===== src/rtl/cve2_sleep_ctrl.sv =====
// Multi-domain sleep controller: per-domain idle hysteresis FSMs driving latch-based clock gates
// from one free-running clock, with a sticky fetch enable that gates all domains until seen.

module cve2_clock_gate (
  input  logic clk_i,
  input  logic en_i,
  input  logic test_en_i,
  output logic clk_o
);

  logic en_latch;

  // Transparent only while the clock is low, so enable changes never shorten a high phase.
  always_latch begin
    if (!clk_i) begin
      en_latch = en_i | test_en_i;
    end
  end

  assign clk_o = clk_i & en_latch;

endmodule

module cve2_sleep_ctrl #(
  parameter int NumDomains = 2,
  parameter int IdleHold   = 4
) (
  input  logic                  clk_ungated_i,
  input  logic                  rst_i,
  input  logic                  scan_cg_en_i,
  input  logic                  fetch_enable_i,
  output logic                  fetch_enable_o,
  input  logic [NumDomains-1:0] busy_i,
  input  logic [NumDomains-1:0] wake_i,
  input  logic [NumDomains-1:0] force_on_i,
  output logic [NumDomains-1:0] clk_gated_o,
  output logic [NumDomains-1:0] clk_en_o,
  output logic                  core_sleep_o
);

  localparam int CntW = (IdleHold > 0) ? $clog2(IdleHold + 1) : 1;
  localparam logic [CntW-1:0] HoldLoad = CntW'((IdleHold > 0) ? (IdleHold - 1) : 0);

  localparam logic [1:0] ST_INIT  = 2'd0;
  localparam logic [1:0] ST_RUN   = 2'd1;
  localparam logic [1:0] ST_HOLD  = 2'd2;
  localparam logic [1:0] ST_SLEEP = 2'd3;

  logic                  fetch_enable_q;
  logic [NumDomains-1:0] busy_q;

  always_ff @(posedge clk_ungated_i or posedge rst_i) begin
    if (rst_i) begin
      fetch_enable_q <= 1'b0;
      busy_q         <= '0;
    end else begin
      fetch_enable_q <= fetch_enable_i | fetch_enable_q;
      busy_q         <= busy_i;
    end
  end

  assign fetch_enable_o = fetch_enable_q;

  for (genvar i = 0; i < NumDomains; i++) begin : g_dom
    logic [1:0]      state_q, state_d;
    logic [CntW-1:0] cnt_q, cnt_d;
    logic            act;
    logic            en;

    assign act = busy_q[i] | wake_i[i] | force_on_i[i];

    always_comb begin
      state_d = state_q;
      cnt_d   = cnt_q;
      en      = 1'b0;
      case (state_q)
        ST_INIT: begin
          if (fetch_enable_q) state_d = ST_RUN;
        end
        ST_RUN: begin
          en = 1'b1;
          if (!act) begin
            if (IdleHold > 0) begin
              state_d = ST_HOLD;
              cnt_d   = HoldLoad;
            end else begin
              state_d = ST_SLEEP;
            end
          end
        end
        ST_HOLD: begin
          en = 1'b1;
          if (act) begin
            state_d = ST_RUN;
          end else if (cnt_q == '0) begin
            state_d = ST_SLEEP;
          end else begin
            cnt_d = cnt_q - CntW'(1);
          end
        end
        ST_SLEEP: begin
          // Wake sources open the gate in the same cycle they arrive.
          en = act;
          if (act) state_d = ST_RUN;
        end
        default: state_d = ST_INIT;
      endcase
    end

    always_ff @(posedge clk_ungated_i or posedge rst_i) begin
      if (rst_i) begin
        state_q <= ST_INIT;
        cnt_q   <= '0;
      end else begin
        state_q <= state_d;
        cnt_q   <= cnt_d;
      end
    end

    assign clk_en_o[i] = en;

    cve2_clock_gate u_clock_gate (
      .clk_i     (clk_ungated_i),
      .en_i      (en),
      .test_en_i (scan_cg_en_i),
      .clk_o     (clk_gated_o[i])
    );
  end

  assign core_sleep_o = fetch_enable_q & ~|clk_en_o;

endmodule


===== config.mk =====
export PLATFORM = sky130hd
export DESIGN_NAME = cve2_sleep_ctrl
export DESIGN_NICKNAME = d
export VERILOG_FILES = /design/src/rtl/cve2_sleep_ctrl.sv
export SDC_FILE = /design/constraint.sdc
export NUM_CORES = 1
export LEC_CHECK = 0
export BUFFER_PORTS_ARGS = -buffer_cell sky130_fd_sc_hd__buf_4
export CAP_MARGIN = 20
export CORE_MARGIN = 1
export CORE_UTILIZATION = 54
export CTS_CLUSTER_SIZE = 28
export DETAILED_ROUTE_END_ITERATION = 10
export GPL_TIMING_DRIVEN = 0
export MAX_ROUTING_LAYER = met4
export PLACE_DENSITY = 0.77
export SLEW_MARGIN = 0
export SYNTH_ARGS = -nofsm -noshare
export SYNTH_HDL_FRONTEND = slang
export SYNTH_SLANG_ARGS = --single-unit

===== constraint.sdc =====
create_clock -name clk_ungated_i -period 1.8 [get_ports clk_ungated_i]
set_clock_uncertainty 0.1 [all_clocks]
set_input_delay 0.18 -clock clk_ungated_i [delete_from_list [all_inputs] [get_ports clk_ungated_i]]
set_output_delay 0.18 -clock clk_ungated_i [all_outputs]
set_load 0.01 [all_outputs]

==> Word level (Yosys, flattened, before mapping) <==
Cells that the tools add are included.
{ "op_classes": {"add_sub_neg": 2, "n_eq_ne": 18, "muxes": 23, "n_bitwise": 10, "reduce_logical": 14} }
{ "op_table": {"columns": ["op", "n"], "rows": [
  ["$ne 2x2->1 const B", 10],
  ["$mux 2", 9],
  ["$mux 3", 6],
  ["$pmux 2 s4", 2],
  ["$reduce_and 4->1", 4],
  ["$pmux 3 s2", 2],
  ["$eq 2x2->1 const B", 4],
  ["$or 1x1->1", 7],
  ["$logic_not 3->1", 2],
  ["$ne 3x3->1 const B", 2],
  ["$reduce_or 2->1", 3],
  ["$sub 3x1->3 const B", 2],
  ["$eq 2x1->1 const B", 2],
  ["$logic_not 2->1", 2],
  ["$pmux 1 s2", 2],
  ["$reduce_bool 2->1", 2],
  ["$and 1x1->1", 3],
  ["$mux 1", 2],
  ["$logic_not 1->1", 1]
]} }
{ "totals": {"ff_bits": 13, "latch_bits": 2, "in_bits": 10, "out_inout_bits": 6, "word_cells": 75} }

==> Logic depth before layout (Yosys ltp) <==
{ "depth": {"word_depth": 6, "mapped_depth": 7, "ltp_nobuf": 7} }

==> Cells and area by module <==
Synthesis repeated with hierarchy kept, for this count alone.
{ "hier_totals": {"hier_cells": 100, "hier_area_um2": 965.9} }
{ "modules_own_cells": {"columns": ["module", "n_inst", "cells_each", "area_each_um2", "seq_area_each_um2"], "rows": [
  ["cve2_sleep_ctrl", 1, 94, 910.9, 325.3],
  ["cve2_clock_gate", 2, 3, 27.5, 0.0]
]} }

==> results.txt <==
* Status: complete, but fails checks
- Violated checks: negative setup slack
* First-pass GRT wire length: ~3200 um
- The initial antenna violation count was 0.
- Commonest non-fill, non-tap cell in the layout: sky130_fd_sc_hd__buf_4
* Synthesized instance count: 98
* Post-layout power: around 2.3 mW
* Largest driver fanout on the critical path: 1
- Across all setup checks in the final design, the least slack found is -0.563 ns.
* Detail-routed net length per standard cell: 14.2 um
- 0 antenna diodes ended up in the layout.
- The first detailed-routing pass took 4 iterations.
- Startpoint type of the worst setup path: latch
* Initial core utilization: a little under three fifths
* Number of buffers inserted by port buffering: 15
- In the routed layout, each cell is associated on average with a via count of 5.22.
- Category of the worst setup path capture point: output port
* Die height: 44.7 um
- Mapped Nets: between 100 and 150
* Final number of setup-violating endpoints: 7
* Core Util, Final: 81.6%
* Static leakage: 0.646 nW
- Summing every instance area after synthesis gives 983 um^2.
- Class of the most critical setup path: latch2out
- Required time of the critical path: 1.52 ns
- Total Routing Usage GR: 24.1%
- Largest net degree at the start of global routing: 14
- The number of global-route vias before repair came to between 800 and 900.
* Clock transition at the registers of the reported paths: approximately 0.10 ns
* Total of fill cells in the finished design: roughly 110
- Layout cell share with drive strength beyond 1: 42.1%
- In the final layout, flip-flops and latches occupy 357 um^2.
- The tightest min-delay check is of the in2reg type.
- For this design the ratio of total power to cell area is between 1500 and 2000 nW/um^2.
- Summed over all layers, the routed wires come to 2240 um.
- The congestion estimate from routability-driven global placement came to 0.839.
* Clock network latency to the later pin of the worst-skew pair: 0.41 ns
- IR Drop Worst-Case VDD: 0.00144 V
- After detailed routing, the number of remaining DRC violations is 0.
- Once detail routing completed, the nets flagged for antenna violations numbered 0.
* Via Count: 824
- The Yosys step of the flow raised 0 warnings.
* Half-perimeter wire length after detailed placement: around 1300 um
- Core Region: 1710 um^2
* Arr. time, crit path: 2.08 ns
- The count of final max-slew check failures came to 0.
- For the final routed database, the setup TNS stands at -1.46 ns.
* Area taken by multi-input logic gates: 637 um^2
- Die outline width: 44.7 um
- For this run, the post-layout net count is roughly 160.
- Number of flip-flops and latches in the synthesized netlist: 15
- Mean cell area of the mapped netlist: 10.0 um^2
- The number of hold-slack violations in the final timing report came to 0.
- Setup repair after global routing could not meet its margin everywhere.
- Most frequent cells in the layout: sky130_fd_sc_hd__buf_4 (19), sky130_fd_sc_hd__dfrtp_1 (13), sky130_fd_sc_hd__ha_1 (11)
- After global routing the overflow that remains totals 0.
- Compared with the post-synthesis result, the final layout area differs by 41.7%.
* Initial drt markers: 14
- Worst Max-Slew Pin Slew: 0.551 ns
- IO Count: 16
- TritonCTS built the clock tree.
* Cell Rows: 15
- Max-slew headroom at the worst pin: 63.2%
- Die area: 2000 um^2
- Number of max-cap violations: 0
- Number of distinct library cells after synthesis: 25
final timing paths:
path	start	to	slack (ns)	depth (start not counted)
worst max-delay path	g_dom[0].u_clock_gate.en_latch	clk_gated_o[0]	-0.56	3
worst min-delay path	wake_i[1]	g_dom[1].cnt_q[0]	0.09	4
worst max register to register	g_dom[0].state_q[0]	g_dom[0].u_clock_gate.en_latch	0	5
worst min register to register	g_dom[1].cnt_q[2]	g_dom[1].cnt_q[2]	0.44	1
max in group asynchronous	rst_i	busy_q[0]	0.96	3
min in group asynchronous	rst_i	g_dom[1].cnt_q[0]	0.27	3
through the flow:
stage	setup slack, ns	hold WS (ns)	area (um^2)	instances
6_report	-0.563	0.0942	1390	158
5_1_grt	-0.612	0.151	1390	158
4_1_cts	-0.559	0.118	1290	154
3_5_place_dp	-0.265	0.162	1150	138
3_3_place_gp	-0.241	0.149	1150	138
2_1_floorplan	-0.0675	-0.0430	1010	98
worst max-delay path, cell delays in order (launching register included):
cell                      delay, ns
sky130_fd_sc_hd__dlxtn_1          0
sky130_fd_sc_hd__dlxtn_1       0.23
sky130_fd_sc_hd__and2_4        0.13
sky130_fd_sc_hd__buf_6         0.11
flip-flops by register name, indices dropped and copies added (netlist names):
register,cells
g_dom.u_clock_gate.en_latch,2
busy_q,2
g_dom.state_q,4
fetch_enable_o,1
g_dom.cnt_q,6
metal layers:
metal  vias to the layer above  share of wire, %  track usage, %
met5                         -                 0               -
met4                         0               1.5            19.4
met1                       388                43            27.6
met2                        32                49            35.0
li1                        398                 -               -
met3                         6               6.6            6.53
layout make-up:
type,instances,share of cell area [%]
tap,25,2.24
timing repair buffer,26,15.4
sequential,15,25.6
multi-input combinational,66,45.7
inverter,13,3.50
clock buffer,11,5.92
buffer,2,1.62
timing repair:
| action | in CTS | in global routing |
|---|---|---|
| setup endpoints to repair | 7 | 7 |
| resized for setup | 7 | 13 |
| gates cloned | 0 | 0 |
| pin swaps | 9 | 9 |
| hold endpoints to repair | 18 | 0 |
| buffers inserted | 4 | 4 |
| hold buffers | 5 | 0 |
cells in the mapped netlist:
library cell | count | area, um^2
sky130_fd_sc_hd__ha_1 | 16 | 200
sky130_fd_sc_hd__dfrtp_1 | 13 | 325
sky130_fd_sc_hd__inv_1 | 13 | 48.8
sky130_fd_sc_hd__nand2_1 | 7 | 26.3
sky130_fd_sc_hd__mux2i_1 | 6 | 60.1
sky130_fd_sc_hd__a21oi_2 | 4 | 35.0
sky130_fd_sc_hd__a22oi_1 | 4 | 30.0
sky130_fd_sc_hd__buf_4 | 4 | 30.0
sky130_fd_sc_hd__o21ai_0 | 3 | 15.0
sky130_fd_sc_hd__a21o_1 | 2 | 15.0
sky130_fd_sc_hd__a21oi_1 | 2 | 10.0
sky130_fd_sc_hd__a22o_1 | 2 | 17.5
sky130_fd_sc_hd__and2_1 | 2 | 12.5
sky130_fd_sc_hd__dlxtn_1 | 2 | 30.0
sky130_fd_sc_hd__nor2_1 | 2 | 7.51
sky130_fd_sc_hd__nor2b_1 | 2 | 12.5
sky130_fd_sc_hd__nor3_1 | 2 | 10.0
sky130_fd_sc_hd__o21ai_2 | 2 | 17.5
sky130_fd_sc_hd__o31ai_1 | 2 | 15.0
sky130_fd_sc_hd__or2_1 | 2 | 12.5
sky130_fd_sc_hd__or3_4 | 2 | 22.5
sky130_fd_sc_hd__nand3_1 | 1 | 5.00
sky130_fd_sc_hd__nor3b_2 | 1 | 12.5
sky130_fd_sc_hd__o22ai_1 | 1 | 6.26
sky130_fd_sc_hd__or2_2 | 1 | 6.26
report_power, final:
part	internal [mW]	switching, mW	leakage, nW	total (mW)
clock	0.329	0.230	0.0560	0.559
combinational	0.672	0.605	0.428	1.28
sequential	0.430	0.0736	0.162	0.504
total	1.43	0.909	0.646	2.34
cell families (layout without fill, tap and decap cells):
kind of cell	Yosys count	after routing	share of synthesized area, %
compound gates	22	22	16.4
mux	6	6	6.11
flops	13	13	33.1
fa+ha+maj	16	16	20.4
simple gates	22	22	13.0
latches	2	2	3.05
buf+inv	17	52	8.02
Power figures use the tool's default switching activity.
